[src/rtl/key_debounce_array_if.sv]
// Key bundle between the raw push-buttons and the conditioned outputs of
// key_debounce_array. There is no valid/ready handshake on this interface.
// key_n is a free-running asynchronous level. key_level is a registered level.
// key_press and key_release are registered pulses that are high for exactly
// one Clk cycle.
interface key_debounce_array_if #(
  parameter int NUM_KEYS = 4
);
  logic [NUM_KEYS-1:0] key_n;        // raw buttons, active-low
  logic [NUM_KEYS-1:0] key_level;    // debounced state, active-high
  logic [NUM_KEYS-1:0] key_press;    // one-cycle press (and auto-repeat) pulse
  logic [NUM_KEYS-1:0] key_release;  // one-cycle release pulse

  // Master drives the buttons; slave is the conditioner.
  modport master (output key_n, input key_level, input key_press, input key_release);
  modport slave  (input key_n, output key_level, output key_press, output key_release);
endinterface

[src/rtl/key_debounce_array.sv]
// key_debounce_array: NUM_KEYS independent push-button conditioners.
// Each channel has a 2-flop synchroniser, a debounce counter, a clean level
// and one-cycle press/release pulses.
// Optional feature macro: KEY_REPEAT_EN adds auto-repeat press pulses while a
// key is held (REPEAT_DELAY, REPEAT_PERIOD).
module key_debounce_array #(
  parameter int NUM_KEYS        = 4,
  parameter int DEBOUNCE_CYCLES = 50000,
  parameter int CNT_W           = 16
`ifdef KEY_REPEAT_EN
  ,
  parameter int REPEAT_DELAY    = 25000000,
  parameter int REPEAT_PERIOD   = 5000000
`endif
) (
  input  logic                 Clk,
  input  logic                 Reset_n,
  key_debounce_array_if.slave  keys
);

  localparam logic [CNT_W-1:0] CNT_LAST = CNT_W'(DEBOUNCE_CYCLES - 1);

  logic [NUM_KEYS-1:0] s1_q, s1_d, s2_q, s2_d;
  logic [NUM_KEYS-1:0] level_q, level_d;
  logic [NUM_KEYS-1:0] press_q, press_d;
  logic [NUM_KEYS-1:0] release_q, release_d;
  logic [NUM_KEYS-1:0] acc_press, acc_release;
  logic [NUM_KEYS-1:0] rpt_pulse;
  logic [CNT_W-1:0]    cnt_q [NUM_KEYS];
  logic [CNT_W-1:0]    cnt_d [NUM_KEYS];

  // Synchroniser chain; only s2 is looked at by the debounce logic.
  always_comb begin
    s1_d = keys.key_n;
    s2_d = s1_q;
  end

  // Debounce: count consecutive cycles where s2 disagrees with the accepted
  // level; any agreement restarts the count, a full count flips the level.
  always_comb begin
    level_d     = level_q;
    acc_press   = '0;
    acc_release = '0;
    for (int i = 0; i < NUM_KEYS; i++) begin
      cnt_d[i] = cnt_q[i];
      if (s2_q[i] == ~level_q[i]) begin
        cnt_d[i] = '0;
      end else if (cnt_q[i] == CNT_LAST) begin
        cnt_d[i]       = '0;
        level_d[i]     = ~s2_q[i];
        acc_press[i]   = ~s2_q[i];
        acc_release[i] = s2_q[i];
      end else begin
        cnt_d[i] = cnt_q[i] + 1'b1;
      end
    end
  end

`ifdef KEY_REPEAT_EN
  // Repeat counter must hold REPEAT_DELAY+REPEAT_PERIOD, so it may be wider
  // than the debounce counter.
  localparam int RPT_NEED = $clog2(REPEAT_DELAY + REPEAT_PERIOD + 1);
  localparam int RPT_W    = (RPT_NEED > CNT_W) ? RPT_NEED : CNT_W;
  localparam logic [RPT_W-1:0] RPT_FIRST = RPT_W'(REPEAT_DELAY);
  localparam logic [RPT_W-1:0] RPT_NEXT  = RPT_W'(REPEAT_DELAY + REPEAT_PERIOD);

  logic [RPT_W-1:0] rpt_q [NUM_KEYS];
  logic [RPT_W-1:0] rpt_d [NUM_KEYS];
  logic [RPT_W-1:0] rpt_inc;

  // Auto-repeat: count held cycles from the accepted press; fire at
  // REPEAT_DELAY, then fold back every REPEAT_PERIOD. The release edge wins.
  always_comb begin
    rpt_pulse = '0;
    rpt_inc   = '0;
    for (int i = 0; i < NUM_KEYS; i++) begin
      rpt_d[i] = rpt_q[i];
      if (acc_press[i] || acc_release[i] || !level_q[i]) begin
        rpt_d[i] = '0;
      end else begin
        rpt_inc = rpt_q[i] + 1'b1;
        if (rpt_inc == RPT_FIRST) begin
          rpt_pulse[i] = 1'b1;
          rpt_d[i]     = rpt_inc;
        end else if (rpt_inc == RPT_NEXT) begin
          rpt_pulse[i] = 1'b1;
          rpt_d[i]     = RPT_FIRST;
        end else begin
          rpt_d[i] = rpt_inc;
        end
      end
    end
  end

  // Repeat counter registers.
  always_ff @(posedge Clk or negedge Reset_n) begin
    if (!Reset_n) begin
      for (int i = 0; i < NUM_KEYS; i++) rpt_q[i] <= '0;
    end else begin
      for (int i = 0; i < NUM_KEYS; i++) rpt_q[i] <= rpt_d[i];
    end
  end
`else
  // No auto-repeat: exactly one press pulse per accepted press.
  always_comb begin
    rpt_pulse = '0;
  end
`endif

  // Registered output pulses.
  always_comb begin
    press_d   = acc_press | rpt_pulse;
    release_d = acc_release;
  end

  // Channel state registers; reset is the released state with no pulses.
  always_ff @(posedge Clk or negedge Reset_n) begin
    if (!Reset_n) begin
      s1_q      <= '1;
      s2_q      <= '1;
      level_q   <= '0;
      press_q   <= '0;
      release_q <= '0;
      for (int i = 0; i < NUM_KEYS; i++) cnt_q[i] <= '0;
    end else begin
      s1_q      <= s1_d;
      s2_q      <= s2_d;
      level_q   <= level_d;
      press_q   <= press_d;
      release_q <= release_d;
      for (int i = 0; i < NUM_KEYS; i++) cnt_q[i] <= cnt_d[i];
    end
  end

  assign keys.key_level   = level_q;
  assign keys.key_press   = press_q;
  assign keys.key_release = release_q;

endmodule

[src/flat_wrapper.sv]
// flat-port wrapper written by rule: the top's interface ports become plain ports
module key_debounce_array_flat 
#(
  parameter int NUM_KEYS        = 4,
  parameter int DEBOUNCE_CYCLES = 50000,
  parameter int CNT_W           = 16

)
  (Clk, Reset_n, keys_key_n, keys_key_level, keys_key_press, keys_key_release);
  key_debounce_array_if #(.NUM_KEYS(NUM_KEYS)) keys_i ();
  input  logic Clk;
  input  logic Reset_n;
  input wire logic [$bits(keys_i.key_n)-1:0] keys_key_n;
  output wire logic [$bits(keys_i.key_level)-1:0] keys_key_level;
  output wire logic [$bits(keys_i.key_press)-1:0] keys_key_press;
  output wire logic [$bits(keys_i.key_release)-1:0] keys_key_release;
  assign keys_i.key_n = keys_key_n;
  assign keys_key_level = keys_i.key_level;
  assign keys_key_press = keys_i.key_press;
  assign keys_key_release = keys_i.key_release;
  key_debounce_array #(.NUM_KEYS(NUM_KEYS), .DEBOUNCE_CYCLES(DEBOUNCE_CYCLES), .CNT_W(CNT_W)) u_core (.Clk(Clk), .Reset_n(Reset_n), .keys(keys_i));
endmodule
[config.mk]
export PLATFORM = sky130hd
export DESIGN_NAME = key_debounce_array_flat
export DESIGN_NICKNAME = d
export VERILOG_FILES = /design/src/rtl/key_debounce_array_if.sv /design/src/rtl/key_debounce_array.sv /design/src/flat_wrapper.sv
export SDC_FILE = /design/constraint.sdc
export NUM_CORES = 1
export LEC_CHECK = 0
export CORE_MARGIN = 4
export CORE_UTILIZATION = 60
export DETAILED_ROUTE_END_ITERATION = 12
export PLACE_DENSITY = 0.81
export SETUP_SLACK_MARGIN = 0.4
export SLEW_MARGIN = 20
export SYNTH_ARGS = -nofsm -noshare
export SYNTH_HDL_FRONTEND = slang
export SYNTH_SLANG_ARGS = --single-unit
[constraint.sdc]
create_clock -name Clk -period 3.46 [get_ports Clk]
set_clock_uncertainty 0.1 [all_clocks]
set_input_delay 0.346 -clock Clk [delete_from_list [all_inputs] [get_ports Clk]]
set_output_delay 0.346 -clock Clk [all_outputs]
set_load 0.03 [all_outputs]
# --- Word-level counts from Yosys, hierarchy flattened ---
# Cells that the tools add are included.
classes:
  n_addsub: 4
  mul: 0
  n_div: 0
  magnitude_cmp: 0
  eq_ne: 8
  n_shift: 0
  muxes: 24
  bitwise: 12
  reduce_logical: 4
op_table:
  columns: ["cell", "n"]
  rows:
  - ["$mux 16", 8]
  - ["$add 16x1->16 const B", 4]
  - ["$eq 16x16->1 const B", 4]
  - ["$mux 1", 16]
  - ["$not 1->1", 12]
  - ["$reduce_and 2->1", 4]
  - ["$eq 1x1->1", 4]
word_totals:
  register_bits: 84
  latchBits: 0
  ramBits: 0
  romBits: 0
  inputBits: 6
  memories: 0

# --- Logic depth before layout (Yosys ltp) ---
# Gate-level depths: netlist (run 1).
logic_depth:
  ltp_word: 4
  ltp_mapped: 7
  ltp_nobuf: 5

# --- Worst setup path before layout (run 1) ---
# OpenSTA, ideal clock, no wires.
synth_path:
  kind: "reg2reg"
  from: "register u_core.cnt_q[5] in the netlist's numbering"
  to: "register u_core.cnt_q[10] in the netlist's numbering"
  setup_ns: 0.119
  arrival_ns: 1.791
  setup_slack_ns: 1.450
  stages_incl_launch_ff: 7
  path_buffers: 2
  synth_period_minus_slack_ns: 2.010
  cell_sequence: "dfrtp_1 or4b_1 or4_1 buf_6 nand2_8 buf_12 nor2_1"
synth_lines:
  columns: ["item", "line", "rtl"]
  rows:
  - ["from (decl)", "key_debounce_array.sv:29", "logic [CNT_W-1:0] cnt_q [NUM_KEYS];"]

==> qor.txt, run 1 <==
Clk sinks -> 84
DRT Pass-1 Iters -> 4
FP Rows -> 28
CTS tree -> yes
Hold Path Stages -> 0
Ys flop type -> dfrtp_1
Mapped cell area -> 3820 um^2
Antenna diode count -> 0
Post-synth ARST share -> 1.00
RSZ-0062 raised after global routing -> no
Fmax -> 471 MHz
Worst relative slew slack -> 0.526
Number of global-route vias before repair -> 2519
Post-synthesis average cell area -> 10.4 um^2
Synth-to-Final Area Change -> 9.99%
Post-synth top area share -> 0.498
Total negative setup slack -> 0 ns
Mapped Cells -> 367
WL per Instance -> 13.7 um
Core box area -> 6060 um^2
Total track usage -> 0.190
Hold Vio Cnt, Final -> 0
Seq cells post-synth -> 84
CTS root buffer -> clkbuf_8
Clock Latency Late Sink -> 0.35 ns
Period utilization -> 0.614
Min-delay src -> u_core.s1_q[1]
CTS Buf Count -> 9
LEAKAGE -> 1.62 nW
Worst EP required -> 3.60 ns
Total wire length -> 6390 um
Gr ovfl total -> 0
Max-Cap Viols -> 0
Initial antenna violation count -> 0
First-pass GRT wire length -> 11400 um
Post CTS Setup Buffer Count -> 0
Post-Syn Nets -> 377
Fin. max-slew vios -> 0
Post-synth EDFFs -> 0
Post-cts repair resize count -> 0
DRT iter0 DRCs -> 101
R2R depth -> 3
Worst setup margin -> 1.34 ns
R2R Path Start -> u_core.cnt_q[5]
Place WS -> 1.36 ns
Worst R2R End -> u_core.cnt_q[1]
Clock slew at reported path FFs -> 0.08 ns
Cell taking the most area after synthesis -> dfrtp_1
Outcome -> complete, no violations
Initial core utilization -> 0.630
# DRC -> 0
H-tree levels -> 3
Most frequent cells in the layout -> dfrtp_1, nor2_1, xnor2_1, nand3_1, nand2_1
Fin nets -> 398
Crit start category -> flop
Vias -> 2569
Clk buf depth -> 2
Area of the die -> 7710 um^2
Worst vdd ir -> 0.295 mV
FILL cells -> 459
Commonest non-fill, non-tap cell in the layout -> dfrtp_1
Final setup fails -> 0
Leading post-synthesis cells by cell area -> dfrtp_1, xnor2_1, nor2_1
GPL Wtd Cong -> 0.813
Top Ports -> 18
Final Critical Period -> 2.12 ns
Crit Path Max Fanout -> 6
DRT antenna net count -> 0
Die height -> 87.8 um
Setup slack, reg-to-reg -> 1.34 ns
Hold EP -> u_core.s2_q[1]
I/O Buffers -> 17
Worst Setup End Kind -> flop
Pin count of the biggest net entering global routing -> 85
Worst hold path class -> flop to flop
Worst path arrival time -> 2.26 ns
Vias/cell -> 5.50
Hpwl dp -> 4250 um
Pin slew with the least headroom to its limit -> 0.711 ns
Critical path type -> flop to flop
Power per cell area -> 399 nW/um^2
Layout cells sized above 1 -> 0.0740
Sequential share of the synthesized area -> 0.553
Yosys cell types -> 31
Die width -> 87.8 um
Yosys warning total -> 0
Cts hold-fix bufs -> 0
## flip-flops by register name, indices dropped and copies added, names as in the netlist
name	flops
u_core.s2_q	4
u_core.s1_q	4
u_core.cnt_q	64
u_core.keys.key_release	4
u_core.keys.key_press	4
u_core.keys.key_level	4
## layout make-up
| cell class | instances | area (um^2) | share of cell area |
|---|---|---|---|
| inverter | 10 | 37.5 | 0.00893 |
| clock inverter | 3 | 23.8 | 0.00566 |
| multi-input combinational | 265 | 1610 | 0.383 |
| clock buffer | 12 | 145 | 0.0345 |
| tap | 75 | 93.8 | 0.0223 |
| timing repair buffer | 18 | 181 | 0.0432 |
| sequential | 84 | 2110 | 0.503 |
## layer usage
metal	GRT usage	vias up	part of all wire
met2	0.300	37	0.46
met1	0.255	1231	0.49
met5	0	-	0
li1	-	1291	-
met3	0.0546	10	0.036
met4	0.0614	0	0.012
## cell families (layout without fill, tap and decap cells)
| group | after synthesis | count (layout) | share of synthesized area |
|---|---|---|---|
| fa+ha+maj | 4 | 4 | 0.0131 |
| compound gates | 4 | 4 | 0.00524 |
| xor+xnor | 60 | 60 | 0.138 |
| buf+inv | 18 | 43 | 0.0262 |
| flops | 84 | 84 | 0.553 |
| simple gates | 197 | 197 | 0.265 |
## per-stage QoR
| stage | hold WS [ns] | cells | power [W] | instance area [um^2] | util |
|---|---|---|---|---|---|
| after floorplan | -0.0496 | 367 | 0.00106 | 3820 | - |
| after global placement | 0.246 | 451 | 0.00109 | 4020 | 0.663 |
| after detailed placement | 0.248 | 451 | 0.00109 | 4020 | 0.663 |
| after CTS | 0.0998 | 466 | 0.00170 | 4190 | 0.691 |
| after global routing | 0.251 | 467 | 0.00176 | 4200 | 0.693 |
| final | 0.248 | 467 | 0.00168 | 4200 | 0.693 |
## how the worst max path moves through the flow
stage                         start  depth (start not counted)  slack (ns)               end
floorplan           u_core.cnt_q[5]                          6        1.45  u_core.cnt_q[10]
global placement    u_core.cnt_q[5]                          3        1.40   u_core.cnt_q[1]
detailed placement  u_core.cnt_q[5]                          3        1.36   u_core.cnt_q[1]
global route        u_core.cnt_q[0]                          5        1.26  u_core.cnt_q[14]
CTS                 u_core.cnt_q[5]                          3        1.33   u_core.cnt_q[1]
finish              u_core.cnt_q[5]                          3        1.34   u_core.cnt_q[1]
## critical path, cell delays in order (launching register included)
cell and delay (ns):
dfrtp_1 0.44, or4b_1 0.53, or4_1 0.69, and3_2 0.27
## Yosys cell counts, types with 2 or more instances
| master | n |
|---|---|
| nor2_2 | 4 |
| nand3_1 | 22 |
| dfrtp_1 | 76 |
| buf_6 | 2 |
| or4b_1 | 2 |
| and3_1 | 6 |
| nand4_1 | 18 |
| o21ai_0 | 4 |
| clkbuf_1 | 4 |
| nand2_1 | 21 |
| nor4_1 | 16 |
| nor3_1 | 18 |
| ha_1 | 4 |
| xnor2_1 | 53 |
| nor2_1 | 73 |
| nor4b_1 | 2 |
| dfstp_2 | 8 |
| inv_1 | 10 |
| or4_1 | 2 |
| xor2_1 | 7 |
| nor4bb_1 | 5 |
## power by group
group	switching (W)	leakage (nW)	internal (W)	total, W
Combinational	0.0000390	0.405	0.0000196	0.0000586
Sequential	0.0000157	1.14	0.00100	0.00102
Clock	0.000325	0.0787	0.000278	0.000603
Total	0.000380	1.62	0.00130	0.00168
No activity file was read; power rests on OpenSTA's default activity.
==> run 2: changes to the inputs <==
CORE_UTILIZATION = 54   (was 60)
PLACE_DENSITY = 0.77   (was 0.81)
clock period = 1.9 ns   (was 3.46 ns; I/O delays follow)
==> qor.txt, run 2 (synthesized netlist as in run 1, its figures left out) <==
FP Rows -> 30 (+7.1%)
Period utilization -> 1.04 (+0.426)
DRT Pass-1 Iters -> 4 (unchanged)
Critical path type -> flop to flop
RSZ-0062 raised after global routing -> yes
Multi-input logic area -> 2280 um^2 (+42%)
GPL Wtd Cong -> 0.834 (+2.6%)
Pin count of the biggest net entering global routing -> 42 (-51%)
Clock Latency Late Sink -> 0.36 ns (about the same)
Clk buf depth -> 2 (unchanged)
Power per cell area -> 701 nW/um^2 (+76%)
Failing checks -> setup timing
Core box area -> 6830 um^2 (+13%)
Initial core utilization -> 0.559 (-0.0711)
Total track usage -> 0.197 (+0.00759)
Worst relative slew slack -> 0.380 (-0.146)
Fin cells -> 535 (+15%)
Net Sw Power -> 0.000790 W (+110%)
Number of global-route vias before repair -> 2906 (+15%)
Worst Setup End Kind -> flop
Pin slew with the least headroom to its limit -> 0.924 ns (+0.212 ns)
Largest register by flop count -> u_core.cnt_q
Commonest non-fill, non-tap cell in the layout -> dfrtp_1
Seq pwr share -> 0.497 (-0.109)
Critical path's slowest cell -> or4_4
CTS Buf Count -> 9 (unchanged)
FILL cells -> 399 (-13%)
Clock slew at reported path FFs -> 0.08 ns (about the same)
Reg area -> 2130 um^2 (+0.65%)
CTS tree -> yes
Most frequent cells in the layout -> dfrtp_1, xnor2_1, buf_4, nor2_4, nor2_1
Final Critical Period -> 1.98 ns (-0.148 ns)
Synth-to-Final Area Change -> 39.6%
CTS root buffer -> clkbuf_8
Die height -> 92.1 um (+4.9%)
Worst path arrival time -> 2.12 ns (-0.14 ns)
Worst hold path class -> input pin to flop
Sw Ratio -> 0.211 (-0.0150)
Internal power -> 0.00295 W (+130%)
Crit Path Max Fanout -> 15 (+9)
Worst setup margin -> -0.0760 ns (-1.41 ns)
Area of the die -> 8490 um^2 (+10%)
Total wire length -> 9450 um (+48%)
Vias/cell -> 5.64 (+2.5%)
Comb power frac -> 0.054 (+0.019)
CP max stage delay -> 0.60 ns (-0.09 ns)
Hpwl dp -> 4630 um (+8.8%)
Clk sinks -> 84 (unchanged)
Vias -> 3017 (+17%)
Hold Vio Cnt, Final -> 0 (unchanged)
DRT antenna net count -> 0 (unchanged)
Final Power -> 0.00374 W (+120%)
Worst EP required -> 2.05 ns (-1.55 ns)
Antenna diode count -> 0 (unchanged)
WL per Instance -> 17.7 um (+29%)
Die width -> 92.1 um (+4.9%)
# DRC -> 0 (unchanged)
Max-Cap Viols -> 0 (unchanged)
Fin nets -> 444 (+12%)
Initial antenna violation count -> 0 (unchanged)
Fmax -> 506 MHz (+7.5%)
Crit start category -> flop
I/O Buffers -> 17 (unchanged)
CP cell instances -> or4b_1 > or4_4 > nand2_8 > nor2_1
Number of flip-flops in the largest register -> 64 (unchanged)
Gr ovfl total -> 0 (unchanged)
DRT iter0 DRCs -> 118 (+17%)
Final setup fails -> 27 (+27)
Fin. max-slew vios -> 0 (unchanged)
Outcome -> finished, violations left
Clk pwr share -> 0.449 (+0.089)
LEAKAGE -> 2.01 nW (+24%)
Top Ports -> 18 (unchanged)
H-tree levels -> 3 (unchanged)
First-pass GRT wire length -> 13400 um (+17%)
Layout cells sized above 1 -> 0.403 (+0.329)
Worst vdd ir -> 0.451 mV (+53%)
Placed cells -> 495 (+9.8%)
## run 2: cell types whose count changed in the layout (fill, tap and decap cells not counted), sizes merged
cell | previous run | this run
buf | 1 | 44
clkdlybuf4s50 | 16 | 4
dlygate4sd2 | 0 | 9
bufinv | 0 | 4
nand2 | 23 | 26
clkbuf | 12 | 14
clkinvlp | 2 | 0
clkdlybuf4s15 | 0 | 1
clkinv | 1 | 0
## run 2: path summary, 6_finish.rpt
check / from / depth (start not counted) / slack, ns / endpoint
setup / recovery: u_core.cnt_q[5] / 4 / -0.08 / u_core.cnt_q[11]
max in group asynchronous: Reset_n / 3 / 0.78 / u_core.s1_q[1]
setup reg to reg: u_core.cnt_q[5] / 4 / -0.08 / u_core.cnt_q[11]
min in group asynchronous: Reset_n / 2 / 0.24 / u_core.cnt_q[33]
hold / removal: keys_key_n[0] / 1 / 0.13 / u_core.s1_q[0]
hold reg to reg: u_core.s1_q[0] / 0 / 0.26 / u_core.s2_q[0]
## run 2: cell type report
cell class,instances,area share
inverters,10,0.00704
well taps,96,0.0225
flip-flops and latches,84,0.398
repair buffers,61,0.0950
clock buffers,12,0.0272
clock inverters,4,0.0225
multi-input cells,268,0.427
## run 2: power by group through the flow
stage	Clock, W	Combinational [W]	Sequential [W]
after CTS	0.00168	0.000150	0.00185
final	0.00168	0.000202	0.00186
after floorplan	0	0.0000646	0.00188
after global routing	0.00177	0.000221	0.00186
after global placement	0	0.000118	0.00188
after detailed placement	0	0.000121	0.00189
## run 2: critical path, delay by kind of cell, from the launching register on
kind / cells / cell delay (ns)
simple gates: 4 / 1.37
flops: 1 / 0.40
## run 2: through the flow
| stage | setup TNS, ns | cell area [um^2] | hold slack, ns | setup WS (ns) | util |
|---|---|---|---|---|---|
| 6_report | -0.875 | 5340 | 0.127 | -0.0760 | 0.781 |
| 5_1_grt | -2.05 | 5340 | 0.135 | -0.115 | 0.781 |
| 4_1_cts | -0.130 | 4750 | 0.125 | -0.0206 | 0.695 |
| 3_5_place_dp | -2.94 | 4240 | 0.0980 | -0.134 | 0.621 |
| 3_3_place_gp | -2.16 | 4240 | 0.0906 | -0.110 | 0.621 |
| 2_1_floorplan | -1.49 | 3860 | -0.206 | -0.0937 | - |
## run 2: metal layers
| layer | global-route usage | vias to the layer above | wire length [um] |
|---|---|---|---|
| met5 | 0 | - | 0 |
| met4 | 0.0854 | 0 | 150 |
| met3 | 0.0320 | 17 | 395 |
| met2 | 0.322 | 73 | 4950 |
| met1 | 0.261 | 1534 | 3950 |
| li1 | - | 1393 | - |
## run 2: repair_timing
item | in CTS | in global routing
gates resized for setup | 51 | 120
hold buffers | 1 | 0
endpoints found under the hold margin | 36 | 0
setup endpoints to repair | 83 | 78
buffers inserted | 8 | 12
pin swaps | 24 | 43
gates cloned | 3 | 0
